File: config.mk
export PLATFORM = sky130hd
export DESIGN_NAME = crs_requester
export DESIGN_NICKNAME = d
export VERILOG_FILES = /design/src/rtl/crs_pkg.sv /design/src/rtl/crs_bw_fifo.sv /design/src/rtl/crs_requester.sv
export SDC_FILE = /design/constraint.sdc
export NUM_CORES = 2
export LEC_CHECK = 0
export ABC_AREA = 1
export CAP_MARGIN = 20
export CORE_MARGIN = 4
export CORE_UTILIZATION = 30
export DETAILED_ROUTE_END_ITERATION = 12
export GPL_TIMING_DRIVEN = 0
export RECOVER_POWER = 25
export REMOVE_ABC_BUFFERS = 1
export SYNTH_ARGS = -nofsm -noshare
export SYNTH_HDL_FRONTEND = slang
export SYNTH_HIERARCHICAL = 1
export SYNTH_SLANG_ARGS = --single-unit
File: constraint.sdc
create_clock -name clk -period 4.65 [get_ports clk]
set_input_delay 0.6975 -clock clk [delete_from_list [all_inputs] [get_ports clk]]
set_output_delay 0.6975 -clock clk [all_outputs]
set_load 0.01 [all_outputs]
File: src/rtl/crs_pkg.sv
// Shared definitions for the CRS requester: op codes, FSM states and the
// burst-buffer entry layout used by both the FIFO and the request logic.
package crs_pkg;

  localparam logic [1:0] CRS_OP_WR  = 2'd0;
  localparam logic [1:0] CRS_OP_RD  = 2'd1;
  localparam logic [1:0] CRS_OP_BWR = 2'd2;
  localparam logic [1:0] CRS_OP_RSV = 2'd3;

  typedef enum logic [1:0] {
    S_IDLE,
    S_REQ,
    S_RELEASE,
    S_RSP
  } crs_state_e;

  localparam int CRS_ENT_W        = 32;
  localparam int CRS_ENT_DATA_LSB = 0;
  localparam int CRS_ENT_DATA_MSB = 15;
  localparam int CRS_ENT_ADR_LSB  = 16;
  localparam int CRS_ENT_ADR_MSB  = 27;

  // Bits [31:28] of an entry are always zero on the master side.
  function automatic logic [CRS_ENT_W-1:0] crs_pack_entry(input logic [11:0] adr,
                                                          input logic [15:0] data);
    logic [CRS_ENT_W-1:0] e;
    e = '0;
    e[CRS_ENT_ADR_MSB:CRS_ENT_ADR_LSB]   = adr;
    e[CRS_ENT_DATA_MSB:CRS_ENT_DATA_LSB] = data;
    return e;
  endfunction

endpackage

File: src/rtl/crs_bw_fifo.sv
// Burst-write FIFO: the head entry is loaded into a register on each pop, so
// the master sees the popped entry from the cycle after its buf_rd strobe.
module crs_bw_fifo
  import crs_pkg::*;
#(
  parameter int BUF_AW = 6
) (
  input  logic                 clk,
  input  logic                 rst_n,
  input  logic                 i_push,
  input  logic [CRS_ENT_W-1:0] i_data,
  input  logic                 i_pop,
  output logic [CRS_ENT_W-1:0] o_head,
  output logic                 o_full,
  output logic                 o_empty
);

  localparam int DEPTH = 1 << BUF_AW;
  localparam logic [BUF_AW:0] FULL_CNT = {1'b1, {BUF_AW{1'b0}}};

  logic [CRS_ENT_W-1:0] r_mem [DEPTH];
  logic [BUF_AW-1:0]    r_wr_ptr;
  logic [BUF_AW-1:0]    r_rd_ptr;
  logic [BUF_AW:0]      r_count;
  logic [CRS_ENT_W-1:0] r_head;
  logic                 w_push;
  logic                 w_pop;

  assign o_full  = (r_count == FULL_CNT);
  assign o_empty = (r_count == '0);
  assign o_head  = r_head;
  assign w_push  = i_push & ~o_full;
  assign w_pop   = i_pop & ~o_empty;

  always_ff @(posedge clk) begin
    if (w_push) r_mem[r_wr_ptr] <= i_data;
  end

  always_ff @(posedge clk or negedge rst_n) begin
    if (!rst_n) begin
      r_wr_ptr <= '0;
      r_rd_ptr <= '0;
      r_count  <= '0;
      r_head   <= '0;
    end else begin
      if (w_push) r_wr_ptr <= r_wr_ptr + 1'b1;
      if (w_pop) begin
        r_rd_ptr <= r_rd_ptr + 1'b1;
        r_head   <= r_mem[r_rd_ptr];
      end
      unique case ({w_push, w_pop})
        2'b10:   r_count <= r_count + 1'b1;
        2'b01:   r_count <= r_count - 1'b1;
        default: r_count <= r_count;
      endcase
    end
  end

endmodule

File: src/rtl/crs_requester.sv
// CRS bus requester: turns host commands into wr/rd/burst-write requests,
// runs the req/ack handshake and owns the burst buffer the master drains.
module crs_requester
  import crs_pkg::*;
#(
  parameter int BUF_AW         = 6,
  parameter int TIMEOUT_CYCLES = 1023
) (
  input  logic        clk,
  input  logic        rst_n,
  input  logic        cmd_valid,
  output logic        cmd_ready,
  input  logic [1:0]  cmd_op,
  input  logic [11:0] cmd_adr,
  input  logic [15:0] cmd_data,
  input  logic        bw_push,
  input  logic [11:0] bw_adr,
  input  logic [15:0] bw_data,
  output logic        bw_full,
  output logic        bw_ovf,
  output logic        rsp_valid,
  output logic [15:0] rsp_data,
  output logic        rsp_err,
  output logic        wr_req,
  output logic        bwr_req,
  output logic        rd_req,
  input  logic        ack,
  output logic [11:0] adr,
  output logic [15:0] wr_data,
  input  logic [15:0] rd_data,
  input  logic        buf_rd,
  output logic        buf_empty,
  output logic [31:0] buf_wr_data
);

  localparam int TW = (TIMEOUT_CYCLES < 2) ? 1 : $clog2(TIMEOUT_CYCLES);
  localparam logic [TW-1:0] TLAST = TW'((TIMEOUT_CYCLES > 0) ? TIMEOUT_CYCLES - 1 : 0);

  crs_state_e    r_state, w_state_nxt;
  logic [1:0]    r_op;
  logic [11:0]   r_adr;
  logic [15:0]   r_wdata;
  logic          r_wr_req, r_rd_req, r_bwr_req;
  logic [15:0]   r_cap;
  logic [15:0]   r_rsp_data;
  logic          r_rsp_err;
  logic [TW-1:0] r_tcnt;
  logic          r_ovf;
  logic          w_accept, w_ack_take, w_timeout, w_release_done;
  logic          w_full, w_bwr_busy, w_push_drop;

  assign cmd_ready = (r_state == S_IDLE);
  assign rsp_valid = (r_state == S_RSP);
  assign rsp_data  = r_rsp_data;
  assign rsp_err   = r_rsp_err;
  assign wr_req    = r_wr_req;
  assign rd_req    = r_rd_req;
  assign bwr_req   = r_bwr_req;
  assign adr       = r_adr;
  assign wr_data   = r_wdata;
  assign bw_full   = w_full;
  assign bw_ovf    = r_ovf;

  // Pushes are refused while a drain is in flight so the master's drain is bounded.
  assign w_bwr_busy  = (r_op == CRS_OP_BWR) && ((r_state == S_REQ) || (r_state == S_RELEASE));
  assign w_push_drop = bw_push & (w_full | w_bwr_busy);

  crs_bw_fifo #(.BUF_AW(BUF_AW)) u_fifo (
    .clk     (clk),
    .rst_n   (rst_n),
    .i_push  (bw_push & ~w_push_drop),
    .i_data  (crs_pack_entry(bw_adr, bw_data)),
    .i_pop   (buf_rd),
    .o_head  (buf_wr_data),
    .o_full  (w_full),
    .o_empty (buf_empty)
  );

  always_ff @(posedge clk or negedge rst_n) begin
    if (!rst_n) r_state <= S_IDLE;
    else        r_state <= w_state_nxt;
  end

  always_comb begin
    w_state_nxt    = r_state;
    w_accept       = 1'b0;
    w_ack_take     = 1'b0;
    w_timeout      = 1'b0;
    w_release_done = 1'b0;
    unique case (r_state)
      S_IDLE: begin
        if (cmd_valid) begin
          w_accept    = 1'b1;
          w_state_nxt = (cmd_op == CRS_OP_RSV) ? S_RSP : S_REQ;
        end
      end
      S_REQ: begin
        if (ack) begin
          w_ack_take  = 1'b1;
          w_state_nxt = S_RELEASE;
        end else if ((TIMEOUT_CYCLES != 0) && (r_tcnt == TLAST)) begin
          w_timeout   = 1'b1;
          w_state_nxt = S_RSP;
        end
      end
      S_RELEASE: begin
        if (!ack) begin
          w_release_done = 1'b1;
          w_state_nxt    = S_RSP;
        end
      end
      S_RSP:   w_state_nxt = S_IDLE;
      default: w_state_nxt = S_IDLE;
    endcase
  end

  // Response fields are only rewritten on entry to S_RSP so they hold between responses.
  always_ff @(posedge clk or negedge rst_n) begin
    if (!rst_n) begin
      r_op       <= CRS_OP_WR;
      r_adr      <= '0;
      r_wdata    <= '0;
      r_wr_req   <= 1'b0;
      r_rd_req   <= 1'b0;
      r_bwr_req  <= 1'b0;
      r_cap      <= '0;
      r_rsp_data <= '0;
      r_rsp_err  <= 1'b0;
      r_tcnt     <= '0;
      r_ovf      <= 1'b0;
    end else begin
      if (w_accept) begin
        r_op      <= cmd_op;
        r_adr     <= cmd_adr;
        r_wdata   <= cmd_data;
        r_wr_req  <= (cmd_op == CRS_OP_WR);
        r_rd_req  <= (cmd_op == CRS_OP_RD);
        r_bwr_req <= (cmd_op == CRS_OP_BWR);
        r_tcnt    <= '0;
      end else if (r_state == S_REQ) begin
        r_tcnt <= r_tcnt + 1'b1;
      end
      if (w_ack_take || w_timeout) begin
        r_wr_req  <= 1'b0;
        r_rd_req  <= 1'b0;
        r_bwr_req <= 1'b0;
      end
      if (w_ack_take) r_cap <= (r_op == CRS_OP_RD) ? rd_data : 16'h0000;
      if (w_release_done) begin
        r_rsp_data <= r_cap;
        r_rsp_err  <= 1'b0;
      end else if (w_timeout || (w_accept && (cmd_op == CRS_OP_RSV))) begin
        r_rsp_data <= '0;
        r_rsp_err  <= 1'b1;
      end
      if (w_push_drop)                            r_ovf <= 1'b1;
      else if (w_accept && (cmd_op == CRS_OP_BWR)) r_ovf <= 1'b0;
    end
  end

endmodule

==> summary.md <==
| Metric | Value |
|---|---|
| Seq cells post-synth | `about 2200` |
| YS warnings | `6` |
| Slew @ Worst Pin | `about 2.7 ns` |
| Sequential fraction of the synthesis area | `between 70% and 80%` |
| Vias | `just over 60000` |
| Nets@finish | `between 8000 and 9000` |
| Worst endpoint required time | `~5.4 ns` |
| Worst hold path class | `in -> reg` |
| Clock Skews | `just under 0.09 ns` |
| Fill cell total of the finished layout | `between 20000 and 30000` |
| Top cells by area, synth | `edfxtp_1, nand2_1, nand3_1` |
| Iter 0 DRT Violations | `~7300` |
| Leak pwr | `between 0.04 and 0.05 µW` |
| IO buf count | `between 150 and 200` |
| Core area | `0.301 mm²` |
| Global-route wire length before repair | `just under 400 mm` |
| Max FO, Critical Path | `51` |
| Placed standard-cell area | `~0.10 mm²` |
| Worst IR Drop VDD | `0.500 mV` |
| # DRC | `0` |
| Die Area | `just over 0.3 mm²` |
| Worst path arrival time | `5.36 ns` |
| Setup_tns | `0 ns` |
| Synth unique cells | `34` |
| Clk Latency, worst-skew pair | `approximately 0.9 ns` |
| Maxcap violations | `25` |
| Total CTS buffers | `approximately 220` |
| Die width | `558 µm` |
| Post-route ant nets | `0` |
| Die height | `between 500 and 600 µm` |
| Pwr Density | `approximately 590 mW/mm²` |
| H-tree depth | `4` |
| Routability cong. | `between 0.7 and 0.8` |
| Vias per cell | `approximately 4.8` |
| Max stage delay on crit path | `0.79 ns` |
| Largest area contributor in the netlist | `edfxtp_1` |
| Synthesized area | `0.0907 mm²` |
| # setup viols final | `0` |
| Root Buffer | `clkbuf_16` |
| CTS tree | `done` |
| Crit-path cells | `buf_16 > inv_8 > nand2_4 > buf_16 > buf_16 > a21oi_1 > nor2_1 > nand2_1 > nand3_1 > nand2_1 > nand2_1 > nand2_1` |
| Delay-heaviest family, CP | `simple AND/OR/NAND/NOR gates` |
| Avg WL per Cell | `20.8 µm` |
| CP most frequent cell | `nand2_1` |
| Final instance area | `between 0.1 and 0.15 mm²` |
| Share of cells above drive strength 1 | `roughly 6.6%` |
| Fmax | `around 0.22 GHz` |
| Largest net degree at the start of global routing | `159` |
| Outcome | `finished, violations left` |
| Avg Cell Area, Syn | `around 11 µm²` |
| RSZ-0062 raised after global routing | `false` |
| Drt pass-1 iters | `6` |
| CP Capture Type | `register` |
| Relative slew slack | `-81.4%` |
| Gr usage total | `~17%` |
| I/O Pins | `~170` |
| Clock Path Buffers | `4` |
| Worst path slowest cell | `dfrtp_4` |
| Tmin final | `roughly 4.6 ns` |
| Startpoint types | `register` |
| Min Hold Slack | `0.397 ns` |
| Violated checks | `capacitance limit, slew limit` |
| Final hold violation count | `0` |
| Routed wire length | `~270 mm` |
| Synth top area share | `approximately two thirds` |
| DP Wirelength | `161 mm` |
| Initial antenna violation count | `27` |
| Share of the clock period used by the worst path | `between 90% and 100%` |
| P&R area growth vs syn | `18.0%` |
| GR Overflow Total | `0` |
| Slew Limit Fails | `about 950` |
| WP buf/inv | `4` |
| Initial Util | `between 30 and 40%` |
| Vias in the first global route | `57958` |
| Cell Rows | `about 200` |
| Crit path kind | `reg -> reg` |
| CTS Sinks | `about 2200` |
| Synth Instances | `between 8000 and 9000` |
| Clock slew at reported path FFs | `approximately 0.060 ns` |
[cell usage after synthesis (all sizes together)]
library cell	number
a211oi	1
o21ai	305
clkbuf	188
conb	1
inv	632
o211ai	1
xor2	10
o21bai	1
nand2	2939
dfrtp	130
nand4	28
a31o	1
nand3b	1
ha	15
a21oi	143
edfxtp	2048
xnor2	2
clkinv	1
a31oi	1
buf	266
or2	34
nor3	4
nand3	863
o22ai	1
nor2	847
fa	1
[registers in the layout (all words and copies together), names as in the netlist]
signal / count
adr: 12
bw_ovf: 1
bwr_req: 1
r_cap: 16
r_op: 2
r_state: 2
r_tcnt: 10
rd_req: 1
rsp_data: 16
rsp_err: 1
u_fifo/o_head: 32
u_fifo/r_count: 7
u_fifo/r_mem: 2048
u_fifo/r_rd_ptr: 6
u_fifo/r_wr_ptr: 6
wr_data: 16
wr_req: 1
[cells in the final DEF (no fill, tap or decap), drive strengths merged, types with 4 or more instances in the layout]
master         netlist  routed
diode                0      11
nand4               28      28
nand3              863     863
inv                632     637
nor3                 4       4
dfrtp              130     130
or2                 34      34
bufinv               0      14
clkinv               1      78
a21oi              143     143
nor2               847     847
clkbuf             188     326
nand2             2939    2939
xor2                10      10
conb                 1     256
bufbuf               0       4
o21ai              305     305
edfxtp            2048    2048
clkinvlp             0       6
clkdlybuf4s50        0     135
buf                266     159
ha                  15      15
[routing by layer]
metal	track usage, %	routed length, µm
met1	22.5	109000
met2	26.9	124000
met3	3.11	25100
met4	6.31	10800
met5	0	94
[worst reg2reg max path: stages, from the launching register on]
cell     delay, ns
dfrtp_4       0.79
buf_16        0.32
inv_8         0.32
nand2_4       0.71
buf_16        0.33
buf_16        0.42
a21oi_1       0.16
nor2_1        0.38
nand2_1       0.48
nand3_1       0.36
nand2_1       0.15
nand2_1       0.09
nand2_1       0.05
[cell type report]
type                    count  area, µm²  share of cell area [%]
repair buffers            335       5070                    4.73
multi-input cells        5454      23100                    21.5
clock inverters           102        912                   0.852
inverters                 633       2440                    2.28
clock buffers             290       5850                    5.46
flip-flops and latches   2178      64800                    60.5
well taps                3958       4950                    4.63
diodes                     11       27.5                  0.0257
[stage by stage]
step / instances / utilization (%) / setup slack (ns) / total power, µW
after floorplan: 8265 / - / -50.35 / 32400
after global placement: 12387 / 32.0 / -142.65 / 36900
after detailed placement: 12546 / 33.3 / -0.997 / 46400
after CTS: 12946 / 35.7 / 0.0676 / 63800
after global routing: 12951 / 35.6 / 0.0694 / 66900
final: 12961 / 35.6 / 0.0519 / 63600
[what timing repair did]
| action | in CTS | in global routing |
|---|---|---|
| endpoints found under the setup margin | 32 | 20 |
| hold buffers | 1 | 0 |
| gates resized for setup | 7 | 6 |
| buffers inserted | 2 | 4 |
| endpoints found under the hold margin | 58 | 0 |
| cloned | 5 | 0 |
| pin swaps | 0 | 0 |
[logic make-up (layout without fill, tap and decap cells)]
group,after synthesis,count (layout),synth area share (%)
compound gates,454,454,2.52
flops,2178,2178,71.4
fa+ha+maj,16,16,0.229
buf+inv,1087,1360,4.85
xor+xnor,12,12,0.116
other cells,1,267,0.00413
simple gates,4716,4716,20.9
[path summary, 6_finish.rpt]
path	slack [ns]	cells past startpoint	endpoint	from
max	0.05	12	u_fifo/o_head[28]	u_fifo/r_rd_ptr[2]
min	0.40	3	wr_data[14]	cmd_data[14]
max reg2reg	0.05	12	u_fifo/o_head[28]	u_fifo/r_rd_ptr[2]
min reg2reg	0.47	2	rsp_data[15]	r_cap[15]
max in group asynchronous	3.30	3	r_cap[14]	rst_n
min in group asynchronous	0.46	2	u_fifo/o_head[13]	rst_n
[power breakdown]
group	leakage, µW	switching [µW]	total [µW]	internal (µW)
Clock	0.00331	7420	17000	9590
Combinational	0.0182	16600	23300	6740
Sequential	0.0201	724	23300	22600
Note: power is estimated with default switching activity, not from simulation.
